File: src/rtl/alu_ctrl_issue.sv
// ID/EX issue register for the ALU: decodes ALUOp/opcode/funct into the 4-bit ALU control code
// and holds it with the operands behind a valid/ready handshake. Optional macro: ALU_ILLEGAL_CNT_EN.
module alu_ctrl_issue #(
  parameter int DATA_W = 32,
  parameter int REG_W  = 5
) (
  input  logic              clk,
  input  logic              rst,
  input  logic              in_valid,
  output logic              in_ready,
  input  logic [1:0]        in_aluop,
  input  logic [5:0]        in_opcode,
  input  logic [5:0]        in_funct,
  input  logic [DATA_W-1:0] in_a,
  input  logic [DATA_W-1:0] in_b,
  input  logic [REG_W-1:0]  in_rd,
  input  logic              flush,
  output logic              out_valid,
  input  logic              out_ready,
  output logic [3:0]        out_alu_ctrl,
  output logic [DATA_W-1:0] out_a,
  output logic [DATA_W-1:0] out_b,
  output logic [REG_W-1:0]  out_rd,
  output logic              out_illegal,
  output logic              err_sticky,
  output logic [7:0]        illegal_cnt
);

  localparam logic [3:0] CTRL_AND = 4'b0000;
  localparam logic [3:0] CTRL_OR  = 4'b0001;
  localparam logic [3:0] CTRL_ADD = 4'b0010;
  localparam logic [3:0] CTRL_SUB = 4'b0110;
  localparam logic [3:0] CTRL_SLT = 4'b0111;
  localparam logic [3:0] CTRL_BAD = 4'b1111;

  // Returns {illegal, ctrl}; anything outside the table maps to 1111 so the ALU yields zero.
  function automatic logic [4:0] decode_ctrl(input logic [1:0] aluop,
                                             input logic [5:0] opcode,
                                             input logic [5:0] funct);
    logic [4:0] res;
    res = {1'b1, CTRL_BAD};
    case (aluop)
      2'b00: res = {1'b0, CTRL_ADD};
      2'b01: res = {1'b0, CTRL_SUB};
      2'b10: begin
        case (funct)
          6'b100000: res = {1'b0, CTRL_ADD};
          6'b100010: res = {1'b0, CTRL_SUB};
          6'b100100: res = {1'b0, CTRL_AND};
          6'b100101: res = {1'b0, CTRL_OR};
          6'b101010: res = {1'b0, CTRL_SLT};
          6'b001000: res = {1'b0, CTRL_ADD};
          default:   res = {1'b1, CTRL_BAD};
        endcase
      end
      2'b11: begin
        case (opcode)
          6'b001000: res = {1'b0, CTRL_ADD};
          6'b001100: res = {1'b0, CTRL_AND};
          6'b001101: res = {1'b0, CTRL_OR};
          6'b001010: res = {1'b0, CTRL_SLT};
          default:   res = {1'b1, CTRL_BAD};
        endcase
      end
      default: res = {1'b1, CTRL_BAD};
    endcase
    return res;
  endfunction

  logic              out_valid_r;
  logic [3:0]        out_alu_ctrl_r;
  logic [DATA_W-1:0] out_a_r;
  logic [DATA_W-1:0] out_b_r;
  logic [REG_W-1:0]  out_rd_r;
  logic              out_illegal_r;
  logic              err_sticky_r;
  logic              dec_illegal_s;
  logic [3:0]        dec_ctrl_s;
  logic              accept_s;
  logic              complete_s;
  logic              illegal_done_s;

  assign {dec_illegal_s, dec_ctrl_s} = decode_ctrl(in_aluop, in_opcode, in_funct);
  assign in_ready       = !out_valid_r || out_ready;
  assign accept_s       = in_valid && in_ready;
  // A flushed entry never completes, so a killed illegal instruction is not reported.
  assign complete_s     = out_valid_r && out_ready && !flush;
  assign illegal_done_s = complete_s && out_illegal_r;

  // Issue register: flush wins over accept, accept wins over drain.
  always_ff @(posedge clk) begin
    if (rst) begin
      out_valid_r    <= 1'b0;
      out_alu_ctrl_r <= 4'b0000;
      out_a_r        <= '0;
      out_b_r        <= '0;
      out_rd_r       <= '0;
      out_illegal_r  <= 1'b0;
    end else if (flush) begin
      out_valid_r    <= 1'b0;
      out_illegal_r  <= 1'b0;
    end else if (accept_s) begin
      out_valid_r    <= 1'b1;
      out_alu_ctrl_r <= dec_ctrl_s;
      out_a_r        <= in_a;
      out_b_r        <= in_b;
      out_rd_r       <= in_rd;
      out_illegal_r  <= dec_illegal_s;
    end else if (complete_s) begin
      out_valid_r    <= 1'b0;
    end else begin
      out_valid_r    <= out_valid_r;
    end
  end

  // Sticky error flag, cleared only by reset.
  always_ff @(posedge clk) begin
    if (rst) begin
      err_sticky_r <= 1'b0;
    end else if (illegal_done_s) begin
      err_sticky_r <= 1'b1;
    end else begin
      err_sticky_r <= err_sticky_r;
    end
  end

`ifdef ALU_ILLEGAL_CNT_EN
  logic [7:0] illegal_cnt_r;

  // Saturating count of completed illegal instructions.
  always_ff @(posedge clk) begin
    if (rst) begin
      illegal_cnt_r <= 8'h00;
    end else if (illegal_done_s && (illegal_cnt_r != 8'hFF)) begin
      illegal_cnt_r <= illegal_cnt_r + 8'h01;
    end else begin
      illegal_cnt_r <= illegal_cnt_r;
    end
  end

  assign illegal_cnt = illegal_cnt_r;
`else
  assign illegal_cnt = 8'h00;
`endif

  assign out_valid    = out_valid_r;
  assign out_alu_ctrl = out_alu_ctrl_r;
  assign out_a        = out_a_r;
  assign out_b        = out_b_r;
  assign out_rd       = out_rd_r;
  assign out_illegal  = out_illegal_r;
  assign err_sticky   = err_sticky_r;

endmodule
File: config.mk
export PLATFORM = sky130hd
export DESIGN_NAME = alu_ctrl_issue
export DESIGN_NICKNAME = d
export VERILOG_FILES = /design/src/rtl/alu_ctrl_issue.sv
export SDC_FILE = /design/constraint.sdc
export NUM_CORES = 1
export LEC_CHECK = 0
export BUFFER_PORTS_ARGS = -buffer_cell sky130_fd_sc_hd__buf_2
export CAP_MARGIN = 20
export CORE_MARGIN = 4
export CORE_UTILIZATION = 39
export CTS_CLUSTER_DIAMETER = 100
export CTS_CLUSTER_SIZE = 24
export DETAILED_ROUTE_END_ITERATION = 6
export GPL_TIMING_DRIVEN = 0
export MAX_ROUTING_LAYER = met4
export PLACE_DENSITY = 0.82
export SYNTH_ARGS = -nofsm -noshare
export SYNTH_HDL_FRONTEND = slang
export SYNTH_SLANG_ARGS = --single-unit
File: constraint.sdc
create_clock -name clk -period 1.2 [get_ports clk]
set_input_delay 0.06 -clock clk [delete_from_list [all_inputs] [get_ports clk]]
set_output_delay 0.06 -clock clk [all_outputs]
set_load 0.01 [all_outputs]
* Word level (Yosys, flattened, before mapping)
Cells that the tools add are included.
** Cells by class
- Multiplexer cells :: 5
- Bitwise gates (word level) :: 1
- Equality and inequality tests :: 13
- Reductions and logical operators :: 12
** Operator list (count)
- $pmux W5 S4 :: 2
- $eq A6 B4 Y1 const B :: 5
- $eq A6 B6 Y1 const B :: 5
- $pmux W5 S5 :: 1
- $eq A2 B2 Y1 const B :: 2
- $logic_and A1 B1 Y1 :: 4
- $reduce_or A2 Y1 :: 2
- $eq A2 B1 Y1 const B :: 1
- $logic_not A1 Y1 :: 2
- $logic_not A2 Y1 :: 1
- $mux W1 :: 2
- $reduce_and A2 Y1 :: 1
- $reduce_bool A2 Y1 :: 1
- $logic_or A1 B1 Y1 :: 1
- $not A1 Y1 :: 1
** Storage, ports and cells
- Bits in registers :: 76

* Longest topological paths before layout
- Depth in word-level cells :: 4
- Gate-level depth with buffers :: 7
- Gate-level depth less buffers :: 5

* Worst setup path after synthesis
OpenSTA, ideal clock, no wires.
- Path type :: register to register
- Start :: register out_valid_r (netlist: out_valid)
- End :: register out_a_r[0] (netlist: out_a[0])
- Path slack :: -0.027 ns
- Library setup time :: 0.070 ns
- Arrival :: 1.157 ns
- Period minus slack after synthesis :: 1.227 ns
- Stages on the path, launching flop included :: 6
- Cells stage by stage :: dfxtp_1 -> nand2b_4 -> nand3_1 -> clkbuf_1 -> nand2_1 -> a21oi_1
** Between the ends
- Longest elaborated chain between the ends :: 4
** RTL lines
- start, declared :: line 70 : logic out_valid_r;
- start signal, assigned :: line 112 : out_valid_r <= out_valid_r;
- $logic_not A1 Y1 :: line 84 : assign in_ready = !out_valid_r || out_ready;
- $logic_or A1 B1 Y1 :: line 84
- net in_ready :: line 10 : output logic in_ready,
- $logic_and A1 B1 Y1 :: line 85 : assign accept_s = in_valid && in_ready;
- $reduce_and A2 Y1 (no source line)
- end signal, assigned :: line 105 : out_a_r <= in_a;
- end, declared :: line 72 : logic [DATA_W-1:0] out_a_r;
The timed path passes the listed nets, and every way through them passes these cells.
A chain may end at the register's enable or synchronous reset.

* Final worst setup path
- Start :: register out_valid_r (netlist: out_valid)
- End :: register out_b_r[25] (netlist: out_b[25])
** Between the ends
- Longest elaborated chain between the ends :: 4
** RTL lines
- $logic_not A1 Y1 :: line 84
- $logic_or A1 B1 Y1 :: line 84
- $logic_and A1 B1 Y1 :: line 85
- $reduce_and A2 Y1 (no source line)
- end signal, assigned :: line 106 : out_b_r <= in_b;
- end, declared :: line 73 : logic [DATA_W-1:0] out_b_r;
Every way passes these cells.

==> impl_results.md <==
- Core Region: 7210 µm²
- Synth Register Bits: 76
- # setup viols final: 38
- Met1 usage: 24.5%
- Vias: 3,541
- Post-DR wirelength/cell: 14.9 µm
- Final core utilization: 71.1%
- CTS sink cnt: 76
- Syn. warnings: 0
- Yosys cell types: 32
- Clock Root Buffer: clkbuf_8
- Worst endpoint required time: 1.46 ns
- Routed Wire Length: 10.9 mm
- IO Pins: 173
- Register area share after synthesis: 52.9%
- Cell Chain, Critical Path: nand2b_4 > nand2_4 > nor2_4 > buf_12 > buf_8 > nand2_4 > a21oi_2
- Fillers: 540
- GR Util met2: 39.9%
- Synthesized area per cell: 7.91 µm²
- P_leak: 2.43 nW
- Chip height: 93.9 µm
- Worst reg-to-reg setup slack: -0.06 ns
- GRT Residual Overflow: 0
- Dpl cells: 634
- Final Hold Fails: 0
- Slew @ Worst Pin: 0.716 ns
- CTS Buf Count: 9
- Number of max-slew violations in the final report: 0
- Busiest grt layer: met2
- Layout Skew: 0.00875 ns
- Final Power: 6.01 mW
- Nets: 714
- Design area: 5130 µm²
- CTS tree: built
- CP most frequent cell: nand2_4
- Outcome: finished, violations left
- Reg2reg start: out_valid
- Failing checks: negative setup slack
- Post-Layout Cell Count: 731
- Fmax: 795 MHz
- Synth Cell Area: 2880 µm²
- Hold Crit Start: rst
- Tcrit/Tclk final: 105%
- Placed inst area: 3850 µm²
- Slew HR: 52.3%
- Initial Util: 39.9%
- Commonest non-fill, non-tap cell in the layout: buf_2
- Worst hold path type: input pin to flip-flop
- Crit path largest cell delay: 0.34 ns
- Final Wtd Congestion: 0.768
- Mapped Cells: 364
- Most frequent cells in the layout: buf_2 (168), nand2_1 (131), dfxtp_1 (75)
- Layout area overhead: 78.1%
- Final setup margin: -0.0575 ns
- Kind of critical path: flip-flop to flip-flop
- Via/cell ratio: 4.84
- Hold path cells: 3
- Met3 Resource Use GR: 4.49%
- Via count of the first global-routing pass: 3,474
- Slowest CP cell: dfxtp_2
- DRC: 0
- Port bufs: 164
- Max H-tree Level: 3
- Final ANT Viol Nets: 0
- Die area: 8820 µm²
- CTS clk-pin slew, worst paths: 0.08 ns
- Post-detail-place hpwl: 6.43 mm
- DRT Pass-1 Iters: 4
- Row cnt: 31
- Critical path fanouts, max: 8
- Iter 0 DRT Violations: 123
- Pwr Density: 1170 nW/µm²
- Worst Reg-to-Reg Cells: 7
- Gr usage total: 23.1%
- Max-cap violations: 0
- Die X: 93.9 µm
- Share of cells above drive strength 1: 40.3%
- Crit start category: flip-flop
- Hold endpoint: out_valid
- Initial antenna violation count: 0
- Global-route wire length before repair: 15.6 mm
- Minimum clock period: 1.26 ns
- Largest net degree at the start of global routing: 13
- CP endpoint kind: flip-flop
- Worst slack at placement: -0.358 ns
- Peak supply drop: 743 µV
- Arrival @ worst endpoint: 1.52 ns
- R2R Path End: out_b[25]
- Skew-Pair Late Insertion Delay: 0.34 ns
- RSZ-0062 raised after global routing: yes
- Clk buf depth: 2
[registers in the layout, indices dropped and copies added, names as in the netlist]
signal	cells
err_sticky	1
out_rd	5
out_illegal	1
out_b	32
out_alu_ctrl	4
out_a	32
out_valid	1
[per-layer routing]
metal / share of wire [%] / wire [µm] / up-vias
met5: 0 / 0 / -
met4: 5.6 / 605 / 0
met3: 6.5 / 707 / 48
met2: 50 / 5500 / 181
met1: 37 / 4090 / 1613
li1: - / - / 1699
[Yosys cell counts]
cell / number / share of area (%)
a211oi_1: 1 / 0.26
a21boi_0: 1 / 0.26
a21oi_1: 69 / 12
a311oi_1: 2 / 0.61
a31oi_1: 3 / 0.65
a41oi_1: 1 / 0.30
buf_2: 4 / 0.70
buf_4: 9 / 2.3
buf_6: 5 / 2.0
clkbuf_1: 13 / 1.7
conb_1: 1 / 0.13
dfxtp_1: 76 / 53
inv_1: 6 / 0.78
mux2i_1: 1 / 0.35
nand2_1: 143 / 19
nand2b_1: 3 / 0.65
nand2b_4: 1 / 0.48
nand3_1: 1 / 0.17
nand4_1: 1 / 0.22
nand4b_1: 1 / 0.30
nor2_1: 6 / 0.78
nor2_2: 1 / 0.22
nor3b_1: 1 / 0.26
nor4b_1: 1 / 0.30
o211a_1: 1 / 0.35
o211ai_1: 1 / 0.26
o21a_1: 1 / 0.26
o21ai_0: 6 / 1.0
o21bai_1: 1 / 0.26
o221a_2: 1 / 0.39
o31ai_1: 1 / 0.26
or2_2: 1 / 0.22
[kinds of logic (layout without fill, tap and decap cells)]
family                 Yosys count  after routing  share of synthesized area, %
multiplexers                     1              1                         0.348
AND/OR/NAND/NOR                160            160                          22.3
AO/OA/AOI/OAI                   89             89                          16.9
other                            1              9                         0.130
flip-flops                      76             76                          52.9
buffers and inverters           37            297                          7.48
[report_power, final]
group / switching (mW) / internal [mW] / total, mW
sequential: 0.0627 / 2.64 / 2.70
clock: 0.910 / 1.34 / 2.25
combinational: 0.521 / 0.539 / 1.06
total: 1.49 / 4.52 / 6.01
[critical path, delay by kind of cell (launching register included)]
kind	cells	cell delay [ns]
compound gates	1	0.15
buf+inv	2	0.31
flops	1	0.34
simple gates	4	0.38
[layout make-up]
cell class / instances / area [µm²] / share of cell area, %
well taps: 99 / 124 / 2.42
diodes: 1 / 2.50 / 0.0488
repair buffers: 244 / 1630 / 31.8
multi-input cells: 258 / 1350 / 26.4
clock buffers: 12 / 165 / 3.22
clock inverters: 4 / 70.1 / 1.37
plain buffers: 31 / 238 / 4.64
flip-flops and latches: 76 / 1520 / 29.7
inverters: 6 / 22.5 / 0.439
[stage by stage]
step           hold slack [ns]  setup TNS, ns
2_1_floorplan            0.169          -1.35
3_3_place_gp             0.300         -17.43
3_5_place_dp             0.307         -18.83
4_1_cts                 0.0150          -1.38
5_1_grt                 0.0356          -7.17
6_report                0.0331         -0.861
[how the worst max path moves through the flow]
stage | from | to
floorplan | out_valid | out_a[0]
global placement | out_valid | out_a[5]
detailed placement | out_valid | out_b[13]
CTS | out_valid | out_a[28]
global route | out_valid | out_a[30]
finish | out_valid | out_b[25]
[repair_timing]
action | in CTS | in global routing
hold buffers | 70 | 0
endpoints found under the hold margin | 70 | 0
resized for setup | 19 | 50
setup endpoints to repair | 73 | 74
pin swaps | 2 | 21
setup buffers | 3 | 2
gates cloned | 3 | 2
No activity file was read; power rests on OpenSTA's default activity.
